## src/rtl/csr_file_if.sv

```systemverilog
`default_nettype none
// ============================================================================
// Module   : csr_file_if
// Purpose  : EX-stage request/response bundle between the pipeline and csr_file.
// Revision : 1.0  initial release
// ============================================================================

interface csr_file_if #(
   parameter int XLEN = 32
);
   logic            valid;
   logic [XLEN-1:0] pc;
   logic [11:0]     csr_addr;
   logic [2:0]      csr_funct3;
   logic            csr_we;
   logic [XLEN-1:0] csr_wdata;
   logic            is_ecall;
   logic            is_mret;
   logic            instr_retire;
   logic [XLEN-1:0] csr_rdata;
   logic            trap_redirect;
   logic [XLEN-1:0] trap_target;

   modport master (
      output valid, pc, csr_addr, csr_funct3, csr_we, csr_wdata,
             is_ecall, is_mret, instr_retire,
      input  csr_rdata, trap_redirect, trap_target
   );

   modport slave (
      input  valid, pc, csr_addr, csr_funct3, csr_we, csr_wdata,
             is_ecall, is_mret, instr_retire,
      output csr_rdata, trap_redirect, trap_target
   );
endinterface

`default_nettype wire

```

## src/rtl/csr_file.sv

```systemverilog
`default_nettype none
// ============================================================================
// Module   : csr_file
// Purpose  : Machine-mode CSR file and trap sequencer (ECALL / MRET / illegal).
//            Optional 64-bit mcycle/minstret counters under CSR_COUNTERS_EN.
// Revision : 1.0  initial release
// ============================================================================

module csr_file #(
   parameter int              XLEN        = 32,
   parameter logic [XLEN-1:0] MTVEC_RESET = 32'h0000_0000,
   parameter logic [XLEN-1:0] HART_ID     = 32'd0
) (
   input  logic        clk,
   input  logic        rst_n,
   csr_file_if.slave   bus
);

   localparam logic [11:0] c_addr_mstatus  = 12'h300;
   localparam logic [11:0] c_addr_misa     = 12'h301;
   localparam logic [11:0] c_addr_mie      = 12'h304;
   localparam logic [11:0] c_addr_mtvec    = 12'h305;
   localparam logic [11:0] c_addr_mscratch = 12'h340;
   localparam logic [11:0] c_addr_mepc     = 12'h341;
   localparam logic [11:0] c_addr_mcause   = 12'h342;
   localparam logic [11:0] c_addr_mhartid  = 12'hF14;
`ifdef CSR_COUNTERS_EN
   localparam logic [11:0] c_addr_mcycle    = 12'hB00;
   localparam logic [11:0] c_addr_mcycleh   = 12'hB80;
   localparam logic [11:0] c_addr_minstret  = 12'hB02;
   localparam logic [11:0] c_addr_minstreth = 12'hB82;
`endif

   localparam logic [XLEN-1:0] c_misa_value    = 32'h4000_0100;
   localparam logic [XLEN-1:0] c_cause_illegal = 32'd2;
   localparam logic [XLEN-1:0] c_cause_ecall   = 32'd11;
   localparam logic [2:0]      c_funct3_bad    = 3'b100;

   // Architectural state
   logic             r_mstatus_mie;
   logic             r_mstatus_mpie;
   logic [XLEN-1:0]  r_mie;
   logic [XLEN-1:2]  r_mtvec;
   logic [XLEN-1:0]  r_mscratch;
   logic [XLEN-1:2]  r_mepc;
   logic [XLEN-1:0]  r_mcause;
`ifdef CSR_COUNTERS_EN
   logic [63:0]      r_mcycle;
   logic [63:0]      r_minstret;
`endif

   logic [XLEN-1:0]  w_mstatus;
   logic [XLEN-1:0]  w_mtvec;
   logic [XLEN-1:0]  w_mepc;
   logic [XLEN-1:0]  w_old;
   logic [XLEN-1:0]  w_new;
   logic             w_impl;
   logic             w_ro;
   logic             w_req;
   logic             w_eff_write;
   logic             w_illegal;
   logic             w_ecall;
   logic             w_mret;
   logic             w_trap;
   logic             w_do_write;
   logic             w_unused;

   assign w_mstatus = {19'd0, 2'b11, 3'd0, r_mstatus_mpie, 3'd0, r_mstatus_mie, 3'd0};
   assign w_mtvec   = {r_mtvec, 2'b00};
   assign w_mepc    = {r_mepc, 2'b00};

   // Read mux: also classifies the address as implemented / read-only.
   always_comb begin
      w_old  = '0;
      w_impl = 1'b1;
      w_ro   = 1'b0;
      case (bus.csr_addr)
         c_addr_mstatus:   w_old = w_mstatus;
         c_addr_misa:      begin w_old = c_misa_value; w_ro = 1'b1; end
         c_addr_mie:       w_old = r_mie;
         c_addr_mtvec:     w_old = w_mtvec;
         c_addr_mscratch:  w_old = r_mscratch;
         c_addr_mepc:      w_old = w_mepc;
         c_addr_mcause:    w_old = r_mcause;
         c_addr_mhartid:   begin w_old = HART_ID; w_ro = 1'b1; end
`ifdef CSR_COUNTERS_EN
         c_addr_mcycle:    w_old = r_mcycle[31:0];
         c_addr_mcycleh:   w_old = r_mcycle[63:32];
         c_addr_minstret:  w_old = r_minstret[31:0];
         c_addr_minstreth: w_old = r_minstret[63:32];
`endif
         default:          w_impl = 1'b0;
      endcase
   end

   always_comb begin
      w_new = w_old;
      case (bus.csr_funct3[1:0])
         2'b01:   w_new = bus.csr_wdata;
         2'b10:   w_new = w_old | bus.csr_wdata;
         2'b11:   w_new = w_old & ~bus.csr_wdata;
         default: w_new = w_old;
      endcase
   end

   // Set/clear with a zero mask is a pure read and must not fault on read-only CSRs.
   assign w_eff_write = (bus.csr_funct3[1:0] == 2'b01) |
                        (bus.csr_funct3[1] & (|bus.csr_wdata));
   assign w_req       = bus.valid & bus.csr_we;
   assign w_illegal   = w_req & (~w_impl | (w_eff_write & w_ro) |
                                 (bus.csr_funct3 == c_funct3_bad));
   assign w_ecall     = bus.valid & bus.is_ecall & ~w_illegal;
   assign w_mret      = bus.valid & bus.is_mret & ~w_illegal & ~bus.is_ecall;
   assign w_trap      = w_illegal | w_ecall;
   assign w_do_write  = w_req & w_eff_write & ~w_trap & ~w_mret;

   assign bus.csr_rdata     = rst_n ? w_old : '0;
   assign bus.trap_redirect = rst_n & (w_trap | w_mret);

   always_comb begin
      bus.trap_target = '0;
      if (rst_n) begin
         if (w_trap)
            bus.trap_target = w_mtvec;
         else if (w_mret)
            bus.trap_target = w_mepc;
      end
   end

   always_ff @(posedge clk or negedge rst_n) begin
      if (!rst_n) begin
         r_mstatus_mie  <= 1'b0;
         r_mstatus_mpie <= 1'b0;
         r_mie          <= '0;
         r_mtvec        <= MTVEC_RESET[XLEN-1:2];
         r_mscratch     <= '0;
         r_mepc         <= '0;
         r_mcause       <= '0;
      end else if (w_trap) begin
         r_mepc         <= bus.pc[XLEN-1:2];
         r_mcause       <= w_illegal ? c_cause_illegal : c_cause_ecall;
         r_mstatus_mpie <= r_mstatus_mie;
         r_mstatus_mie  <= 1'b0;
      end else if (w_mret) begin
         r_mstatus_mie  <= r_mstatus_mpie;
         r_mstatus_mpie <= 1'b1;
      end else if (w_do_write) begin
         case (bus.csr_addr)
            c_addr_mstatus:  begin
               r_mstatus_mie  <= w_new[3];
               r_mstatus_mpie <= w_new[7];
            end
            c_addr_mie:      r_mie      <= w_new;
            c_addr_mtvec:    r_mtvec    <= w_new[XLEN-1:2];
            c_addr_mscratch: r_mscratch <= w_new;
            c_addr_mepc:     r_mepc     <= w_new[XLEN-1:2];
            c_addr_mcause:   r_mcause   <= w_new;
            default:         ;
         endcase
      end
   end

`ifdef CSR_COUNTERS_EN
   logic w_cyc_wr_lo;
   logic w_cyc_wr_hi;
   logic w_ret_wr_lo;
   logic w_ret_wr_hi;

   assign w_cyc_wr_lo = w_do_write & (bus.csr_addr == c_addr_mcycle);
   assign w_cyc_wr_hi = w_do_write & (bus.csr_addr == c_addr_mcycleh);
   assign w_ret_wr_lo = w_do_write & (bus.csr_addr == c_addr_minstret);
   assign w_ret_wr_hi = w_do_write & (bus.csr_addr == c_addr_minstreth);

   // A write to either half cancels that cycle's increment for the full counter.
   always_ff @(posedge clk or negedge rst_n) begin
      if (!rst_n) begin
         r_mcycle   <= '0;
         r_minstret <= '0;
      end else begin
         if (w_cyc_wr_lo | w_cyc_wr_hi) begin
            if (w_cyc_wr_lo) r_mcycle[31:0]  <= w_new;
            if (w_cyc_wr_hi) r_mcycle[63:32] <= w_new;
         end else begin
            r_mcycle <= r_mcycle + 64'd1;
         end

         if (w_ret_wr_lo | w_ret_wr_hi) begin
            if (w_ret_wr_lo) r_minstret[31:0]  <= w_new;
            if (w_ret_wr_hi) r_minstret[63:32] <= w_new;
         end else if (bus.instr_retire) begin
            r_minstret <= r_minstret + 64'd1;
         end
      end
   end

   assign w_unused = &{1'b0, bus.pc[1:0]};
`else
   assign w_unused = &{1'b0, bus.pc[1:0], bus.instr_retire};
`endif

endmodule

`default_nettype wire

```

## src/flat_wrapper.sv

```systemverilog
// flat-port wrapper written by rule: the top's interface ports become plain ports
module csr_file_flat 
#(
   parameter int              XLEN        = 32,
   parameter logic [XLEN-1:0] MTVEC_RESET = 32'h0000_0000,
   parameter logic [XLEN-1:0] HART_ID     = 32'd0
)
  (clk, rst_n, bus_valid, bus_pc, bus_csr_addr, bus_csr_funct3, bus_csr_we, bus_csr_wdata, bus_is_ecall, bus_is_mret, bus_instr_retire, bus_csr_rdata, bus_trap_redirect, bus_trap_target);
  csr_file_if #(.XLEN(XLEN)) bus_i ();
  input  logic clk;
  input  logic rst_n;
  input wire logic [$bits(bus_i.valid)-1:0] bus_valid;
  input wire logic [$bits(bus_i.pc)-1:0] bus_pc;
  input wire logic [$bits(bus_i.csr_addr)-1:0] bus_csr_addr;
  input wire logic [$bits(bus_i.csr_funct3)-1:0] bus_csr_funct3;
  input wire logic [$bits(bus_i.csr_we)-1:0] bus_csr_we;
  input wire logic [$bits(bus_i.csr_wdata)-1:0] bus_csr_wdata;
  input wire logic [$bits(bus_i.is_ecall)-1:0] bus_is_ecall;
  input wire logic [$bits(bus_i.is_mret)-1:0] bus_is_mret;
  input wire logic [$bits(bus_i.instr_retire)-1:0] bus_instr_retire;
  output wire logic [$bits(bus_i.csr_rdata)-1:0] bus_csr_rdata;
  output wire logic [$bits(bus_i.trap_redirect)-1:0] bus_trap_redirect;
  output wire logic [$bits(bus_i.trap_target)-1:0] bus_trap_target;
  assign bus_i.valid = bus_valid;
  assign bus_i.pc = bus_pc;
  assign bus_i.csr_addr = bus_csr_addr;
  assign bus_i.csr_funct3 = bus_csr_funct3;
  assign bus_i.csr_we = bus_csr_we;
  assign bus_i.csr_wdata = bus_csr_wdata;
  assign bus_i.is_ecall = bus_is_ecall;
  assign bus_i.is_mret = bus_is_mret;
  assign bus_i.instr_retire = bus_instr_retire;
  assign bus_csr_rdata = bus_i.csr_rdata;
  assign bus_trap_redirect = bus_i.trap_redirect;
  assign bus_trap_target = bus_i.trap_target;
  csr_file #(.XLEN(XLEN), .MTVEC_RESET(MTVEC_RESET), .HART_ID(HART_ID)) u_core (.clk(clk), .rst_n(rst_n), .bus(bus_i));
endmodule
```

## config.mk

```make
export PLATFORM = sky130hd
export DESIGN_NAME = csr_file_flat
export DESIGN_NICKNAME = d
export VERILOG_FILES = /design/src/rtl/csr_file_if.sv /design/src/rtl/csr_file.sv /design/src/flat_wrapper.sv
export SDC_FILE = /design/constraint.sdc
export NUM_CORES = 1
export LEC_CHECK = 0
export BUFFER_PORTS_ARGS = -buffer_cell sky130_fd_sc_hd__buf_4
export CORE_MARGIN = 5
export CORE_UTILIZATION = 40
export CTS_BUF_LIST = sky130_fd_sc_hd__clkbuf_2 sky130_fd_sc_hd__clkbuf_4 sky130_fd_sc_hd__clkbuf_8
export CTS_CLUSTER_DIAMETER = 80
export DETAILED_ROUTE_END_ITERATION = 7
export GPL_ROUTABILITY_DRIVEN = 0
export SLEW_MARGIN = 20
export SYNTH_ARGS = -nofsm -noshare
export SYNTH_HDL_FRONTEND = slang
export SYNTH_SLANG_ARGS = --single-unit
```

## constraint.sdc

```tcl
create_clock -name clk -period 2 [get_ports clk]
set_input_delay 0 -clock clk [delete_from_list [all_inputs] [get_ports clk]]
set_output_delay 0 -clock clk [all_outputs]
set_load 0.02 [all_outputs]
```

==> results of run 1 <==
==> report_power, final <==
part | switching [W] | internal, W | total (W)
clock network | 0.00132 | 0.00129 | 0.00261
registers | 0.0000757 | 0.00328 | 0.00336
logic | 0.000654 | 0.000658 | 0.00131
==> per-layer routing <==
metal,vias to the layer above,GRT usage (%),wire length (um)
li1,4235,-,-
met1,4442,32.5,13900
met2,390,40.3,15700
met3,55,5.15,2360
met4,0,8.30,848
met5,-,0,0
==> tightest hold or removal path, cell delays in order <==
cell                       delay, ns
sky130_fd_sc_hd__buf_4          0.10
sky130_fd_sc_hd__buf_4          0.11
sky130_fd_sc_hd__a211oi_2       0.09
sky130_fd_sc_hd__o21ai_1        0.14
==> flip-flops by register name, indices dropped and copies added, names as in the netlist <==
register	count
u_core.r_mstatus_mpie	1
u_core.r_mstatus_mie	1
u_core.r_mscratch	32
u_core.r_mcause	32
u_core.r_mtvec	30
u_core.r_mie	32
u_core.r_mepc	30
==> final timing paths <==
| check | start | endpoint | slack (ns) | cells after the start |
|---|---|---|---|---|
| worst max-delay path | u_core.r_mtvec[26]$_DFFE_PN0P_ | bus_csr_rdata[26] | 0.006 | 5 |
| min in group asynchronous | rst_n | u_core.r_mcause[22]$_DFFE_PN0P_ | 0.14 | 3 |
| worst min-delay path | bus_csr_wdata[5] | u_core.r_mtvec[5]$_DFFE_PN0P_ | 0.02 | 4 |
| worst max register to register | u_core.r_mie[19]$_DFFE_PN0P_ | u_core.r_mepc[19]$_DFFE_PN0P_ | 0.06 | 7 |
| worst min register to register | u_core.r_mcause[9]$_DFFE_PN0P_ | u_core.r_mcause[9]$_DFFE_PN0P_ | 0.48 | 2 |
| max in group asynchronous | rst_n | u_core.r_mie[21]$_DFFE_PN0P_ | 1.20 | 3 |
==> logic make-up after synthesis <==
logic type             after synthesis
AO/OA/AOI/OAI                      299
XOR/XNOR                             5
buffers and inverters               89
multiplexers                        67
other                                1
AND/OR/NAND/NOR                    324
flip-flops                         158
==> final cells by class <==
cell class / count / area, um^2
Tap cell: 280 / 350
Clock buffer: 18 / 248
Clock inverter: 14 / 181
Inverter: 9 / 33.8
Sequential cell: 158 / 3950
Fill cell: 1868 / 8520
Timing Repair Buffer: 435 / 3700
Multi-Input combinational cell: 697 / 4910
==> cell usage in the layout, fill, tap and decap left out, types with 4 or more instances in the layout <==
cell,instances
sky130_fd_sc_hd__buf_6,15
sky130_fd_sc_hd__a31oi_1,6
sky130_fd_sc_hd__nand2_1,156
sky130_fd_sc_hd__nor3b_1,25
sky130_fd_sc_hd__mux2_2,43
sky130_fd_sc_hd__buf_12,19
sky130_fd_sc_hd__a21oi_1,62
sky130_fd_sc_hd__nor4_1,4
sky130_fd_sc_hd__o21ai_1,21
sky130_fd_sc_hd__buf_4,348
sky130_fd_sc_hd__nand2b_1,5
sky130_fd_sc_hd__and2_1,5
sky130_fd_sc_hd__mux2_4,16
sky130_fd_sc_hd__a22o_1,33
sky130_fd_sc_hd__nor2_1,64
sky130_fd_sc_hd__nor2b_1,5
sky130_fd_sc_hd__a211oi_2,24
sky130_fd_sc_hd__mux2i_1,8
sky130_fd_sc_hd__clkbuf_8,18
sky130_fd_sc_hd__o221a_2,28
sky130_fd_sc_hd__nor3_1,6
sky130_fd_sc_hd__nand3_1,7
sky130_fd_sc_hd__xnor2_1,5
sky130_fd_sc_hd__nor4_4,4
sky130_fd_sc_hd__dfrtp_1,158
sky130_fd_sc_hd__a222oi_1,25
sky130_fd_sc_hd__inv_1,9
sky130_fd_sc_hd__dlygate4sd3_1,50
sky130_fd_sc_hd__o21ai_0,63
sky130_fd_sc_hd__or2_2,4
==> metrics by stage <==
stage                     instance area, um^2  power, W  utilization [%]
after floorplan                          8950   0.00392                -
after global placement                  11700   0.00452             53.3
after detailed placement                11700   0.00453             53.3
after CTS                               12800   0.00723             58.6
after global routing                    13400   0.00756             61.1
final                                   13400   0.00728             61.1
==> synth_stat cells, types with 2 or more instances <==
| cell type | instances | area [um^2] |
|---|---|---|
| sky130_fd_sc_hd__a211oi_1 | 9 | 67.6 |
| sky130_fd_sc_hd__a211oi_2 | 17 | 213 |
| sky130_fd_sc_hd__a21o_1 | 3 | 22.5 |
| sky130_fd_sc_hd__a21oi_1 | 63 | 315 |
| sky130_fd_sc_hd__a221oi_1 | 2 | 17.5 |
| sky130_fd_sc_hd__a222oi_1 | 25 | 250 |
| sky130_fd_sc_hd__a22o_1 | 35 | 307 |
| sky130_fd_sc_hd__a22oi_1 | 4 | 30.0 |
| sky130_fd_sc_hd__a31oi_1 | 7 | 43.8 |
| sky130_fd_sc_hd__a32oi_1 | 3 | 26.3 |
| sky130_fd_sc_hd__and2_1 | 5 | 31.3 |
| sky130_fd_sc_hd__buf_1 | 2 | 7.51 |
| sky130_fd_sc_hd__buf_2 | 30 | 150 |
| sky130_fd_sc_hd__buf_4 | 10 | 75.1 |
| sky130_fd_sc_hd__buf_6 | 5 | 56.3 |
| sky130_fd_sc_hd__clkbuf_1 | 33 | 124 |
| sky130_fd_sc_hd__dfrtp_1 | 158 | 3950 |
| sky130_fd_sc_hd__inv_1 | 9 | 33.8 |
| sky130_fd_sc_hd__mux2_2 | 56 | 631 |
| sky130_fd_sc_hd__mux2_4 | 3 | 45.0 |
| sky130_fd_sc_hd__mux2i_1 | 8 | 80.1 |
| sky130_fd_sc_hd__nand2_1 | 157 | 589 |
| sky130_fd_sc_hd__nand2b_1 | 5 | 31.3 |
| sky130_fd_sc_hd__nand3_1 | 9 | 45.0 |
| sky130_fd_sc_hd__nand4_1 | 2 | 12.5 |
| sky130_fd_sc_hd__nand4bb_1 | 2 | 22.5 |
| sky130_fd_sc_hd__nor2_1 | 69 | 259 |
| sky130_fd_sc_hd__nor2b_1 | 6 | 37.5 |
| sky130_fd_sc_hd__nor3_1 | 9 | 45.0 |
| sky130_fd_sc_hd__nor3b_1 | 25 | 188 |
| sky130_fd_sc_hd__nor4_1 | 10 | 62.6 |
| sky130_fd_sc_hd__nor4b_1 | 2 | 17.5 |
| sky130_fd_sc_hd__o2111ai_1 | 2 | 17.5 |
| sky130_fd_sc_hd__o21a_1 | 3 | 22.5 |
| sky130_fd_sc_hd__o21ai_0 | 64 | 320 |
| sky130_fd_sc_hd__o21ai_1 | 23 | 115 |
| sky130_fd_sc_hd__o221a_2 | 28 | 315 |
| sky130_fd_sc_hd__o22ai_2 | 2 | 25.0 |
| sky130_fd_sc_hd__o31ai_1 | 2 | 15.0 |
| sky130_fd_sc_hd__or2_2 | 5 | 31.3 |
| sky130_fd_sc_hd__or3_1 | 3 | 18.8 |
| sky130_fd_sc_hd__or3b_2 | 2 | 17.5 |
| sky130_fd_sc_hd__xnor2_1 | 5 | 43.8 |
==> repair_timing <==
action,CTS,global route
setup endpoints to repair,102,103
buffers inserted,13,42
gates cloned,0,2
endpoints found under the hold margin,239,0
pin swaps,27,59
resized for setup,25,61
hold buffers,50,0
==> report_table.html, run 1 <==
<table>
<tr><th>Metric</th><th>Value</th></tr>
<tr><th colspan="2">Final layout</th></tr>
<tr><td>Antenna cell count</td><td>0</td></tr>
<tr><td>Layout cells sized above 1</td><td>43.5%</td></tr>
<tr><td>Number of standard cells in the layout, taps in and fillers out</td><td>about 1600</td></tr>
<tr><td>Area Growth Syn to Fin</td><td>49.7%</td></tr>
<tr><td>Nets</td><td>1404</td></tr>
<tr><th colspan="2">STA</th></tr>
<tr><td>Final worst-path setup slack</td><td>between 0.005 and 0.006 ns</td></tr>
<tr><td>Share of the clock period used by the worst path after layout</td><td>approximately 100%</td></tr>
<tr><td>Setup-failing EPs final</td><td>0</td></tr>
<tr><td>Worst-case clock skew</td><td>roughly 0.013 ns</td></tr>
<tr><td>Setup_tns</td><td>0 ns</td></tr>
<tr><td>RSZ-0062 raised after global routing</td><td>yes</td></tr>
<tr><td>Min Hold Slack</td><td>approximately 0.022 ns</td></tr>
<tr><td>Number of slew-limit violations in the final report</td><td>0</td></tr>
<tr><td>Maximum operating frequency</td><td>501 MHz</td></tr>
<tr><td>Time the final worst path needs with I/O delays and setup</td><td>1.99 ns</td></tr>
<tr><td>Final hold violation count</td><td>0</td></tr>
<tr><th colspan="2">Pwr</th></tr>
<tr><td>Leakage power figure</td><td>6.03 nW</td></tr>
<tr><td>Power per unit of standard cell area</td><td>between 500 and 600 nW/um^2</td></tr>
<tr><td>Peak supply drop</td><td>424 uV</td></tr>
<tr><th colspan="2">Min path</th></tr>
<tr><td>Worst min-delay path category</td><td>in2reg</td></tr>
<tr><th colspan="2">Die</th></tr>
<tr><td># rows</td><td>54</td></tr>
<tr><td>Die Y</td><td>159 um</td></tr>
<tr><td>Area of the placeable core</td><td>21900 um^2</td></tr>
<tr><td>Starting density of the core</td><td>40.8%</td></tr>
<tr><td>IO Count</td><td>151</td></tr>
<tr><td>Total Die Area</td><td>25400 um^2</td></tr>
<tr><td>Die W</td><td>159 um</td></tr>
<tr><th colspan="2">Worst setup path</th></tr>
<tr><td>Cell with the largest stage delay on the worst path</td><td>sky130_fd_sc_hd__a222oi_1</td></tr>
<tr><td>Critical Path Max Stage Delay</td><td>0.42 ns</td></tr>
<tr><td>Number of buffer and inverter instances along the worst setup path</td><td>2</td></tr>
<tr><td>Category of cells accounting for the largest share of critical-path delay</td><td>compound AO/OA/AOI/OAI gates</td></tr>
<tr><td>Kind of end point of the critical path</td><td>output port</td></tr>
<tr><td>Most frequent cell on the critical path</td><td>sky130_fd_sc_hd__buf_4</td></tr>
<tr><td>Required time at the endpoint of the critical path</td><td>~2.0 ns</td></tr>
<tr><td>Critical path data arrival time</td><td>approximately 2 ns</td></tr>
<tr><td>Kind of critical path</td><td>reg2out</td></tr>
<tr><td>Series of cell instances along the critical path</td><td>mux2_2 -&gt; a222oi_1 -&gt; buf_4 -&gt; nor2_1 -&gt; buf_4</td></tr>
<tr><td>CP max FO</td><td>3</td></tr>
<tr><td>Startpoint types</td><td>flop</td></tr>
<tr><th colspan="2">Placed design</th></tr>
<tr><td>Port Buffers</td><td>145</td></tr>
<tr><td>DP Cell Count</td><td>between 1000 and 1500</td></tr>
<tr><td>Place WS</td><td>-0.321 ns</td></tr>
<tr><td>Post-DP HPWL</td><td>22.6 mm</td></tr>
<tr><th colspan="2">Global routing</th></tr>
<tr><td>Total overflow reported by the global router</td><td>0</td></tr>
<tr><td>Wire length of the first global-routing pass</td><td>49.7 mm</td></tr>
<tr><td>GRT Resource Usage Total</td><td>24.6%</td></tr>
<tr><td>Vias in the first global route</td><td>between 8000 and 9000</td></tr>
<tr><td>Largest net degree at the start of global routing</td><td>92</td></tr>
<tr><td>Antenna violations before repair</td><td>0</td></tr>
<tr><th colspan="2">Clocking</th></tr>
<tr><td>Clk_lat worst skew</td><td>0.47 ns</td></tr>
<tr><td>TritonCTS clock tree</td><td>built</td></tr>
<tr><td>Clock buffers created by TritonCTS</td><td>17</td></tr>
<tr><td>Root buf cell</td><td>sky130_fd_sc_hd__clkbuf_8</td></tr>
<tr><td>Sinks on the clock net</td><td>158</td></tr>
<tr><td>Clock-pin slew on the worst setup and hold paths</td><td>~0.090 ns</td></tr>
<tr><td>Deepest level of the CTS H-tree</td><td>4</td></tr>
<tr><td>Deepest clock path buffer count</td><td>2</td></tr>
<tr><th colspan="2">Logic synthesis</th></tr>
<tr><td>Count of flip-flops with a built-in enable after synthesis</td><td>0</td></tr>
<tr><td>Async set-or-reset flop fraction in the synthesized netlist</td><td>100%</td></tr>
<tr><td>Fraction of the yosys area taken by sequential cells</td><td>44.3%</td></tr>
<tr><td>Mean area per synthesized cell</td><td>9.47 um^2</td></tr>
<tr><td>Synthesized cell area</td><td>8930 um^2</td></tr>
<tr><td>Fraction of synthesized cell area in xor and xnor cells</td><td>less than 1%</td></tr>
<tr><td>Total number of yosys warnings</td><td>0</td></tr>
<tr><td>Complex-gate fraction of the synthesized area</td><td>24.5%</td></tr>
<tr><td>Top_reg_cell synth</td><td>sky130_fd_sc_hd__dfrtp_1</td></tr>
<tr><td>Main combinational cell family by area after synthesis</td><td>compound AO/OA/AOI/OAI gates</td></tr>
<tr><td>Number of distinct library cells after synthesis</td><td>64</td></tr>
<tr><td>Number of synthesized register bits</td><td>158</td></tr>
<tr><td>Multiplexer fraction of the synthesized cell area</td><td>8.46%</td></tr>
<tr><td>Adder and majority gate portion of the synthesized area</td><td>0%</td></tr>
<tr><td>Simple logic cell fraction of the synthesized area</td><td>17.2%</td></tr>
<tr><td>Gate Count Post-Synth</td><td>around 940</td></tr>
<tr><th colspan="2">Drt</th></tr>
<tr><td>Vias per inst</td><td>5.66</td></tr>
<tr><td>First DRT Iteration DRCs</td><td>865</td></tr>
<tr><td>Number of iterations in the first detailed-routing pass</td><td>6</td></tr>
<tr><td>Detail-routed net length per standard cell</td><td>20.3 um</td></tr>
<tr><td>Post-route DRC</td><td>0</td></tr>
<tr><td>WL final</td><td>32.7 mm</td></tr>
<tr><td>Number of routed nets with antenna violations</td><td>0</td></tr>
<tr><td>Vias</td><td>about 9000</td></tr>
<tr><th colspan="2">Flow run</th></tr>
<tr><td>Max-capacitance violation count</td><td>0</td></tr>
<tr><th colspan="2">Status</th></tr>
<tr><td>Outcome</td><td>finished, final reports clean</td></tr>
</table>
Note: power is estimated with default switching activity, not from simulation.
==> run 2: changes to the inputs <==
--- a/config.mk
+++ b/config.mk
@@ -7,11 +7,12 @@
 export LEC_CHECK = 0
 export BUFFER_PORTS_ARGS = -buffer_cell sky130_fd_sc_hd__buf_4
 export CORE_MARGIN = 5
-export CORE_UTILIZATION = 40
+export CORE_UTILIZATION = 53
 export CTS_BUF_LIST = sky130_fd_sc_hd__clkbuf_2 sky130_fd_sc_hd__clkbuf_4 sky130_fd_sc_hd__clkbuf_8
 export CTS_CLUSTER_DIAMETER = 80
 export DETAILED_ROUTE_END_ITERATION = 7
 export GPL_ROUTABILITY_DRIVEN = 0
+export PLACE_DENSITY = 0.79
 export SLEW_MARGIN = 20
 export SYNTH_ARGS = -nofsm -noshare
 export SYNTH_HDL_FRONTEND = slang
==> run 2 against run 1 <==
  * The flow now finishes with violations (negative setup slack)
  * Largest cell class unchanged
  * Register-to-register slack worse by 0.25 ns
  * Clock skew about the same
  * Design area shrank 0.12%
  * Hold slack better by 0.012 ns
  * Total power is 0.68% lower
  * Critical path type is now reg2reg
==> report_table.html, run 2 (synthesis results as in run 1) <==
<table>
<tr><th>Metric</th><th>Value</th></tr>
<tr><th colspan="2">Worst setup path</th></tr>
<tr><td>Critical path data arrival time</td><td>2.49 ns (was 1.99 ns)</td></tr>
<tr><td>Critical Path Max Stage Delay</td><td>0.44 ns (was 0.42 ns)</td></tr>
<tr><td>Kind of critical path</td><td>reg2reg (was reg2out)</td></tr>
<tr><td>Cell with the largest stage delay on the worst path</td><td>sky130_fd_sc_hd__a211oi_2 (was sky130_fd_sc_hd__a222oi_1)</td></tr>
<tr><td>Kind of end point of the critical path</td><td>flop (was output port)</td></tr>
<tr><td>Startpoint types</td><td>flop (unchanged)</td></tr>
<tr><td>Series of cell instances along the critical path</td><td>mux2_2 -&gt; a222oi_1 -&gt; buf_4 -&gt; nor3b_1 -&gt; a211oi_2 -&gt; o21ai_0 (was mux2_2 -&gt; a222oi_1 -&gt; buf_4 -&gt; nor2_1 -&gt; buf_4)</td></tr>
<tr><td>Required time at the endpoint of the critical path</td><td>2.29 ns (was 2.00 ns)</td></tr>
<tr><td>Category of cells accounting for the largest share of critical-path delay</td><td>compound AO/OA/AOI/OAI gates (unchanged)</td></tr>
<tr><td>CP max FO</td><td>5 (was 3)</td></tr>
<tr><td>Number of buffer and inverter instances along the worst setup path</td><td>1 (was 2)</td></tr>
<tr><th colspan="2">Die</th></tr>
<tr><td>Starting density of the core</td><td>53.9% (was 40.8%)</td></tr>
<tr><td>IO Count</td><td>151 (unchanged)</td></tr>
<tr><td>Die Y</td><td>140 um (was 159 um)</td></tr>
<tr><td>Area of the placeable core</td><td>16600 um^2 (was 21900 um^2)</td></tr>
<tr><td># rows</td><td>47 (was 54)</td></tr>
<tr><td>Total Die Area</td><td>19500 um^2 (was 25400 um^2)</td></tr>
<tr><td>Die W</td><td>140 um (was 159 um)</td></tr>
<tr><th colspan="2">Drt</th></tr>
<tr><td>Number of routed nets with antenna violations</td><td>0 (unchanged)</td></tr>
<tr><td>Detail-routed net length per standard cell</td><td>24.0 um (was 20.3 um)</td></tr>
<tr><td>WL final</td><td>37.2 mm (was 32.7 mm)</td></tr>
<tr><td>Vias</td><td>10300 (was 9122)</td></tr>
<tr><td>Number of iterations in the first detailed-routing pass</td><td>7 (was 6)</td></tr>
<tr><td>Post-route DRC</td><td>0 (unchanged)</td></tr>
<tr><td>Vias per inst</td><td>6.64 (was 5.66)</td></tr>
<tr><td>First DRT Iteration DRCs</td><td>1773 (was 865)</td></tr>
<tr><th colspan="2">Final layout</th></tr>
<tr><td>Largest regs</td><td>u_core.r_mcause: 32 flops, u_core.r_mie: 32 flops, u_core.r_mscratch: 32 flops (unchanged)</td></tr>
<tr><td>Final core utilization</td><td>80.5% (was 61.1%)</td></tr>
<tr><td>Area of all placed cells without fillers</td><td>13400 um^2 (about the same)</td></tr>
<tr><td>Most common cell after layout, fill and taps aside</td><td>sky130_fd_sc_hd__buf_4 (unchanged)</td></tr>
<tr><td>Antenna cell count</td><td>0 (unchanged)</td></tr>
<tr><td>Nets</td><td>1403 (was 1404)</td></tr>
<tr><td>Layout cells sized above 1</td><td>43.9% (was 43.5%)</td></tr>
<tr><td>Number of standard cells in the layout, taps in and fillers out</td><td>1550 (was 1611)</td></tr>
<tr><td>Commonest non-fill, non-tap cells in the layout</td><td>sky130_fd_sc_hd__buf_4 (336), sky130_fd_sc_hd__dfrtp_1 (158), sky130_fd_sc_hd__nand2_1 (154), sky130_fd_sc_hd__nor2_1 (64), sky130_fd_sc_hd__a21oi_1 (62) (was sky130_fd_sc_hd__buf_4 (348), sky130_fd_sc_hd__dfrtp_1 (158), sky130_fd_sc_hd__nand2_1 (156), sky130_fd_sc_hd__nor2_1 (64), sky130_fd_sc_hd__o21ai_0 (63))</td></tr>
<tr><td>Area Growth Syn to Fin</td><td>49.5% (was 49.7%)</td></tr>
<tr><th colspan="2">Global routing</th></tr>
<tr><td>Vias in the first global route</td><td>9346 (was 8951)</td></tr>
<tr><td>GRT Resource Usage Total</td><td>32.1% (was 24.6%)</td></tr>
<tr><td>Total overflow reported by the global router</td><td>0 (unchanged)</td></tr>
<tr><td>Wire length of the first global-routing pass</td><td>49.8 mm (was 49.7 mm)</td></tr>
<tr><td>Largest net degree at the start of global routing</td><td>161 (was 92)</td></tr>
<tr><td>Antenna violations before repair</td><td>0 (unchanged)</td></tr>
<tr><th colspan="2">Placed design</th></tr>
<tr><td>DP Cell Count</td><td>1408 (was 1481)</td></tr>
<tr><td>Place WS</td><td>-0.282 ns (was -0.321 ns)</td></tr>
<tr><td>Post-DP HPWL</td><td>21.4 mm (was 22.6 mm)</td></tr>
<tr><td>Port Buffers</td><td>145 (unchanged)</td></tr>
<tr><td>Cell area after placement</td><td>11500 um^2 (was 11700 um^2)</td></tr>
<tr><th colspan="2">Flow run</th></tr>
<tr><td>Max-capacitance violation count</td><td>0 (unchanged)</td></tr>
<tr><th colspan="2">Clocking</th></tr>
<tr><td>Clk_lat worst skew</td><td>0.46 ns (was 0.47 ns)</td></tr>
<tr><td>Deepest level of the CTS H-tree</td><td>4 (unchanged)</td></tr>
<tr><td>TritonCTS clock tree</td><td>built (unchanged)</td></tr>
<tr><td>Clock-pin slew on the worst setup and hold paths</td><td>0.09 ns (about the same)</td></tr>
<tr><td>Clock buffers created by TritonCTS</td><td>17 (unchanged)</td></tr>
<tr><td>Root buf cell</td><td>sky130_fd_sc_hd__clkbuf_8 (unchanged)</td></tr>
<tr><td>Deepest clock path buffer count</td><td>2 (unchanged)</td></tr>
<tr><td>Sinks on the clock net</td><td>158 (unchanged)</td></tr>
<tr><th colspan="2">Status</th></tr>
<tr><td>Outcome</td><td>finished with violations (was finished, final reports clean)</td></tr>
<tr><td>Violated checks</td><td>negative setup slack</td></tr>
<tr><th colspan="2">STA</th></tr>
<tr><td>Worst slew pin tran</td><td>a little under 0.9 ns</td></tr>
<tr><td>Final worst-path setup slack</td><td>-0.194 ns (was 0.00565 ns)</td></tr>
<tr><td>Maximum operating frequency</td><td>456 MHz (was 501 MHz)</td></tr>
<tr><td>Final hold violation count</td><td>0 (unchanged)</td></tr>
<tr><td>Worst-case clock skew</td><td>0.0131 ns (was 0.0132 ns)</td></tr>
<tr><td>Number of slew-limit violations in the final report</td><td>0 (unchanged)</td></tr>
<tr><td>Time the final worst path needs with I/O delays and setup</td><td>2.19 ns (was 1.99 ns)</td></tr>
<tr><td>Worst-case headroom to the max-slew limit</td><td>41.0%</td></tr>
<tr><td>Setup-failing EPs final</td><td>54 (was 0)</td></tr>
<tr><td>Share of the clock period used by the worst path after layout</td><td>110% (was 99.7%)</td></tr>
<tr><td>RSZ-0062 raised after global routing</td><td>yes (unchanged)</td></tr>
<tr><th colspan="2">Pwr</th></tr>
<tr><td>Leakage power figure</td><td>6.05 nW (was 6.03 nW)</td></tr>
<tr><td>Peak supply drop</td><td>442 uV (was 424 uV)</td></tr>
<tr><td>Power per unit of standard cell area</td><td>541 nW/um^2 (was 544 nW/um^2)</td></tr>
<tr><td>Total power draw</td><td>0.00723 W (was 0.00728 W)</td></tr>
<tr><th colspan="2">Min path</th></tr>
<tr><td>Worst min-delay path category</td><td>in2reg (unchanged)</td></tr>
</table>
[run 2: stage by stage]
| step | setup TNS (ns) | hold slack [ns] |
|---|---|---|
| global placement | -13.85 | 0.244 |
| global route | -5.38 | 0.0391 |
| floorplan | 0 | -0.296 |
| CTS | 0 | 0.00127 |
| detailed placement | -18.78 | 0.246 |
| finish | -2.58 | 0.0339 |
[run 2: tightest hold or removal path, stage by stage]
cell	delay (ns)
sky130_fd_sc_hd__buf_4	0.11
sky130_fd_sc_hd__buf_4	0.13
sky130_fd_sc_hd__a211oi_2	0.09
sky130_fd_sc_hd__a21oi_1	0.12
[run 2: metal layers]
| metal | vias up | track usage, % | share of wire (%) |
|---|---|---|---|
| met1 | 4891 | 41.2 | 34 |
| met3 | 234 | 6.35 | 13 |
| met2 | 927 | 51.5 | 47 |
| li1 | 4240 | - | - |
| met5 | - | 0 | 0 |
| met4 | 0 | 16.9 | 6.1 |
[run 2: path summary, 6_finish.rpt]
| check | from | endpoint | slack (ns) | cells after the start |
|---|---|---|---|---|
| setup / recovery | u_core.r_mie[4]$_DFFE_PN0P_ | u_core.r_mcause[4]$_DFFE_PN0P_ | -0.19 | 6 |
| setup reg to reg | u_core.r_mie[4]$_DFFE_PN0P_ | u_core.r_mcause[4]$_DFFE_PN0P_ | -0.19 | 6 |
| min in group asynchronous | rst_n | u_core.r_mepc[16]$_DFFE_PN0P_ | 0.25 | 3 |
| hold / removal | bus_csr_wdata[13] | u_core.r_mie[13]$_DFFE_PN0P_ | 0.03 | 4 |
| max in group asynchronous | rst_n | u_core.r_mscratch[8]$_DFFE_PN0P_ | 1.07 | 3 |
| hold reg to reg | u_core.r_mscratch[15]$_DFFE_PN0P_ | u_core.r_mscratch[15]$_DFFE_PN0P_ | 0.48 | 2 |
[run 2: area by class of cell]
cell class | instances | area (um^2)
Clock buffer | 23 | 304
Clock inverter | 9 | 109
Fill cell | 918 | 3230
Inverter | 9 | 33.8
Multi-Input combinational cell | 697 | 4870
Sequential cell | 158 | 3950
Tap cell | 220 | 275
Timing Repair Buffer | 434 | 3810
[run 2: power breakdown]
part,leakage (nW),total (W),switching [W],internal [W]
sequential,2.11,0.00337,0.0000873,0.00328
clock,0.213,0.00250,0.00123,0.00127
combinational,3.73,0.00136,0.000696,0.000663
total,6.05,0.00723,0.00201,0.00521
[run 2: what timing repair did]
item | CTS | global route
cloned | 1 | 5
resized for setup | 18 | 71
hold buffers | 49 | 0
setup endpoints to repair | 112 | 125
endpoints found under the hold margin | 228 | 0
pin swaps | 22 | 50
buffers inserted | 13 | 46
==> run 3: changes to the inputs <==
--- a/config.mk
+++ b/config.mk
@@ -7,12 +7,12 @@
 export LEC_CHECK = 0
 export BUFFER_PORTS_ARGS = -buffer_cell sky130_fd_sc_hd__buf_4
 export CORE_MARGIN = 5
-export CORE_UTILIZATION = 53
+export CORE_UTILIZATION = 59
 export CTS_BUF_LIST = sky130_fd_sc_hd__clkbuf_2 sky130_fd_sc_hd__clkbuf_4 sky130_fd_sc_hd__clkbuf_8
 export CTS_CLUSTER_DIAMETER = 80
 export DETAILED_ROUTE_END_ITERATION = 7
 export GPL_ROUTABILITY_DRIVEN = 0
-export PLACE_DENSITY = 0.79
+export PLACE_DENSITY = 0.83
 export SLEW_MARGIN = 20
 export SYNTH_ARGS = -nofsm -noshare
 export SYNTH_HDL_FRONTEND = slang
==> constraint.sdc (replaced) <==
create_clock -name clk -period 2.3 [get_ports clk]
set_input_delay 0 -clock clk [delete_from_list [all_inputs] [get_ports clk]]
set_output_delay 0 -clock clk [all_outputs]
set_load 0.02 [all_outputs]
==> run 3 against run 2 <==
  * The flow now finishes without violations
  * Sequential cell count did not move
  * Global-route usage rose by 2.2 points
  * Clock power fell by 2%
  * Critical endpoint is now u_core.r_mepc[22]$_DFFE_PN0P_
==> report_table.html, run 3 (synthesis results as in run 1) <==
<table>
<tr><th>Metric</th><th>Value</th></tr>
<tr><th colspan="2">Clocking</th></tr>
<tr><td>Clock buffers created by TritonCTS</td><td>17 (unchanged)</td></tr>
<tr><td>Clock-pin slew on the worst setup and hold paths</td><td>0.08 ns (was 0.09 ns)</td></tr>
<tr><td>TritonCTS clock tree</td><td>built (unchanged)</td></tr>
<tr><td>Deepest level of the CTS H-tree</td><td>4 (unchanged)</td></tr>
<tr><td>Sinks on the clock net</td><td>158 (unchanged)</td></tr>
<tr><td>Buffer count from post-CTS setup fixing</td><td>0 (was 13)</td></tr>
<tr><td>Clk_lat worst skew</td><td>0.48 ns (was 0.46 ns)</td></tr>
<tr><td>Root buf cell</td><td>sky130_fd_sc_hd__clkbuf_8 (unchanged)</td></tr>
<tr><td>Deepest clock path buffer count</td><td>2 (unchanged)</td></tr>
<tr><th colspan="2">Pwr</th></tr>
<tr><td>Net switching fraction of the power</td><td>26.4% (was 27.9%)</td></tr>
<tr><td>Switching power of the nets</td><td>0.00168 W (was 0.00201 W)</td></tr>
<tr><td>Cell internal pwr</td><td>0.00468 W (was 0.00521 W)</td></tr>
<tr><td>Combinational power share</td><td>15.4% (was 18.8%)</td></tr>
<tr><td>Peak supply drop</td><td>393 uV (was 442 uV)</td></tr>
<tr><td>Power per unit of standard cell area</td><td>538 nW/um^2 (was 541 nW/um^2)</td></tr>
<tr><td>Part of the power in the clock network</td><td>38.7% (was 34.6%)</td></tr>
<tr><td>Sequential fraction of design power</td><td>45.9% (was 46.6%)</td></tr>
<tr><td>Leakage power figure</td><td>5.24 nW (was 6.05 nW)</td></tr>
<tr><th colspan="2">Worst setup path</th></tr>
<tr><td>Number of buffer and inverter instances along the worst setup path</td><td>0 (was 1)</td></tr>
<tr><td>CP max FO</td><td>5 (unchanged)</td></tr>
<tr><td>Required time at the endpoint of the critical path</td><td>2.66 ns (was 2.29 ns)</td></tr>
<tr><td>Startpoint types</td><td>flop (unchanged)</td></tr>
<tr><td>Critical path data arrival time</td><td>2.65 ns (was 2.49 ns)</td></tr>
<tr><td>Series of cell instances along the critical path</td><td>mux2_2 -&gt; a222oi_1 -&gt; a21oi_1 -&gt; a211oi_2 -&gt; nand2_1 -&gt; o221a_2 (was mux2_2 -&gt; a222oi_1 -&gt; buf_4 -&gt; nor3b_1 -&gt; a211oi_2 -&gt; o21ai_0)</td></tr>
<tr><td>Critical Path Max Stage Delay</td><td>0.56 ns (was 0.44 ns)</td></tr>
<tr><td>Category of cells accounting for the largest share of critical-path delay</td><td>compound AO/OA/AOI/OAI gates (unchanged)</td></tr>
<tr><td>Kind of critical path</td><td>reg2reg (unchanged)</td></tr>
<tr><td>Cell with the largest stage delay on the worst path</td><td>sky130_fd_sc_hd__a222oi_1 (was sky130_fd_sc_hd__a211oi_2)</td></tr>
<tr><td>Kind of end point of the critical path</td><td>flop (unchanged)</td></tr>
<tr><th colspan="2">Final layout</th></tr>
<tr><td>Area taken by multi-input logic gates</td><td>4620 um^2 (was 4870 um^2)</td></tr>
<tr><td>Antenna cell count</td><td>0 (unchanged)</td></tr>
<tr><td>Commonest non-fill, non-tap cells in the layout</td><td>sky130_fd_sc_hd__buf_4 (215), sky130_fd_sc_hd__dfrtp_1 (158), sky130_fd_sc_hd__nand2_1 (156), sky130_fd_sc_hd__nor2_1 (68), sky130_fd_sc_hd__o21ai_0 (64) (was sky130_fd_sc_hd__buf_4 (336), sky130_fd_sc_hd__dfrtp_1 (158), sky130_fd_sc_hd__nand2_1 (154), sky130_fd_sc_hd__nor2_1 (64), sky130_fd_sc_hd__a21oi_1 (62))</td></tr>
<tr><td>Area of all placed cells without fillers</td><td>11800 um^2 (was 13400 um^2)</td></tr>
<tr><td>Most common cell after layout, fill and taps aside</td><td>sky130_fd_sc_hd__buf_4 (unchanged)</td></tr>
<tr><td>Number of standard cells in the layout, taps in and fillers out</td><td>1374 (was 1550)</td></tr>
<tr><td>Area Growth Syn to Fin</td><td>32.5% (was 49.5%)</td></tr>
<tr><td>Layout cells sized above 1</td><td>33.8% (was 43.9%)</td></tr>
<tr><td>Largest regs</td><td>u_core.r_mcause: 32 flops, u_core.r_mie: 32 flops, u_core.r_mscratch: 32 flops (unchanged)</td></tr>
<tr><td>Nets</td><td>1259 (was 1403)</td></tr>
<tr><td>Sequential Area</td><td>3950 um^2 (unchanged)</td></tr>
<tr><td>Layout filler cell count</td><td>907 (was 918)</td></tr>
<tr><th colspan="2">Global routing</th></tr>
<tr><td>Wire length of the first global-routing pass</td><td>48.3 mm (was 49.8 mm)</td></tr>
<tr><td>Largest net degree at the start of global routing</td><td>161 (unchanged)</td></tr>
<tr><td>Total overflow reported by the global router</td><td>0 (unchanged)</td></tr>
<tr><td>GRT Resource Usage Total</td><td>34.3% (was 32.1%)</td></tr>
<tr><td>Antenna violations before repair</td><td>0 (unchanged)</td></tr>
<tr><td>Vias in the first global route</td><td>9204 (was 9346)</td></tr>
<tr><th colspan="2">Min path</th></tr>
<tr><td>Worst min-delay path category</td><td>in2reg (unchanged)</td></tr>
<tr><th colspan="2">STA</th></tr>
<tr><td>Setup-failing EPs final</td><td>0 (was 54)</td></tr>
<tr><td>Time the final worst path needs with I/O delays and setup</td><td>2.28 ns (was 2.19 ns)</td></tr>
<tr><td>Worst-case headroom to the max-slew limit</td><td>40.2% (was 41.0%)</td></tr>
<tr><td>Final worst-path setup slack</td><td>0.0151 ns (was -0.194 ns)</td></tr>
<tr><td>Number of slew-limit violations in the final report</td><td>0 (unchanged)</td></tr>
<tr><td>Share of the clock period used by the worst path after layout</td><td>99.3% (was 110%)</td></tr>
<tr><td>Worst slew pin tran</td><td>0.897 ns (was 0.885 ns)</td></tr>
<tr><td>Maximum operating frequency</td><td>438 MHz (was 456 MHz)</td></tr>
<tr><td>Worst-case clock skew</td><td>0.0121 ns (was 0.0131 ns)</td></tr>
<tr><td>RSZ-0062 raised after global routing</td><td>no (was yes)</td></tr>
<tr><td>Final hold violation count</td><td>0 (unchanged)</td></tr>
<tr><th colspan="2">Placed design</th></tr>
<tr><td>Place WS</td><td>-0.0383 ns (was -0.282 ns)</td></tr>
<tr><td>Port Buffers</td><td>145 (unchanged)</td></tr>
<tr><td>DP Cell Count</td><td>1285 (was 1408)</td></tr>
<tr><td>Cell area after placement</td><td>10700 um^2 (was 11500 um^2)</td></tr>
<tr><td>Post-DP HPWL</td><td>19.4 mm (was 21.4 mm)</td></tr>
<tr><th colspan="2">Die</th></tr>
<tr><td>Die Y</td><td>133 um (was 140 um)</td></tr>
<tr><td>Starting density of the core</td><td>59.4% (was 53.9%)</td></tr>
<tr><td># rows</td><td>45 (was 47)</td></tr>
<tr><td>Area of the placeable core</td><td>15000 um^2 (was 16600 um^2)</td></tr>
<tr><td>IO Count</td><td>151 (unchanged)</td></tr>
<tr><td>Total Die Area</td><td>17700 um^2 (was 19500 um^2)</td></tr>
<tr><td>Die W</td><td>133 um (was 140 um)</td></tr>
<tr><th colspan="2">Drt</th></tr>
<tr><td>Detail-routed net length per standard cell</td><td>22.4 um (was 24.0 um)</td></tr>
<tr><td>First DRT Iteration DRCs</td><td>1424 (was 1773)</td></tr>
<tr><td>Vias</td><td>9087 (was 10300)</td></tr>
<tr><td>Post-route DRC</td><td>0 (unchanged)</td></tr>
<tr><td>WL final</td><td>30.8 mm (was 37.2 mm)</td></tr>
<tr><td>Vias per inst</td><td>6.61 (was 6.64)</td></tr>
<tr><td>Number of iterations in the first detailed-routing pass</td><td>7 (unchanged)</td></tr>
<tr><td>Number of routed nets with antenna violations</td><td>0 (unchanged)</td></tr>
<tr><th colspan="2">Status</th></tr>
<tr><td>Outcome</td><td>finished, final reports clean (was finished with violations)</td></tr>
<tr><th colspan="2">Flow run</th></tr>
<tr><td>Max-capacitance violation count</td><td>0 (unchanged)</td></tr>
</table>
[run 3: changes by cell type in the layout (fill, tap and decap cells not counted), sizes merged]
cell,delta
clkbuf,-7
inv,+4
buf,-148
clkinv,-4
dlygate4sd3,+8
bufinv,+3
[run 3: repair_timing]
item | CTS | global route
endpoints found under the hold margin | 281 | 0
gates resized for setup | 2 | 10
setup endpoints to repair | 6 | 44
hold buffers | 57 | 0
[run 3: final timing paths]
kind	slack, ns	endpoint	from	depth (start not counted)
setup / recovery	0.02	u_core.r_mepc[22]$_DFFE_PN0P_	u_core.r_mtvec[22]$_DFFE_PN0P_	6
hold / removal	0.05	u_core.r_mtvec[18]$_DFFE_PN0P_	bus_csr_wdata[18]	4
setup reg to reg	0.02	u_core.r_mepc[22]$_DFFE_PN0P_	u_core.r_mtvec[22]$_DFFE_PN0P_	6
hold reg to reg	0.49	u_core.r_mcause[13]$_DFFE_PN0P_	u_core.r_mcause[13]$_DFFE_PN0P_	2
max in group asynchronous	1.39	u_core.r_mtvec[3]$_DFFE_PN0P_	rst_n	3
min in group asynchronous	0.20	u_core.r_mtvec[25]$_DFFE_PN0P_	rst_n	3
[run 3: power by group through the flow]
| stage | Sequential [W] | Clock, W | Combinational, W |
|---|---|---|---|
| 5_1_grt | 0.00293 | 0.00258 | 0.00104 |
| 6_report | 0.00292 | 0.00246 | 0.000980 |
| 3_3_place_gp | 0.00297 | 0 | 0.000846 |
| 4_1_cts | 0.00292 | 0.00247 | 0.000945 |
| 2_1_floorplan | 0.00295 | 0 | 0.000457 |
| 3_5_place_dp | 0.00297 | 0 | 0.000860 |
[run 3: per-layer routing]
layer	wire length, um	GRT usage (%)	vias up	part of all wire (%)
met3	3530	8.78	117	11
met1	11700	44.1	4344	38
li1	-	-	3943	-
met2	14400	54.0	683	47
met5	0	0	-	0
met4	1190	17.1	0	3.9
[run 3: per-stage QoR]
step	hold slack (ns)	utilization, %	setup TNS, ns	total power, W
floorplan	-0.296	-	0	0.00341
global placement	0.242	71.4	0	0.00381
detailed placement	0.246	71.4	-0.0677	0.00383
CTS	0.0300	78.4	0	0.00633
global route	0.0676	78.7	0	0.00654
finish	0.0467	78.7	0	0.00636
[run 3: area by class of cell]
cell class                 count  share of cell area [%]
clock inverter                12                    1.71
timing repair buffer         290                    21.3
inverter                       9                   0.285
sequential                   158                    33.4
clock buffer                  20                    2.27
tap                          188                    1.99
multi-input combinational    697                    39.0
[run 3: worst reg2reg max path: cells and delay by family (launching register included)]
| family | cells | cell delay, ns |
|---|---|---|
| compound gates | 4 | 1.36 |
| flops | 1 | 0.42 |
| mux | 1 | 0.28 |
| simple gates | 1 | 0.12 |
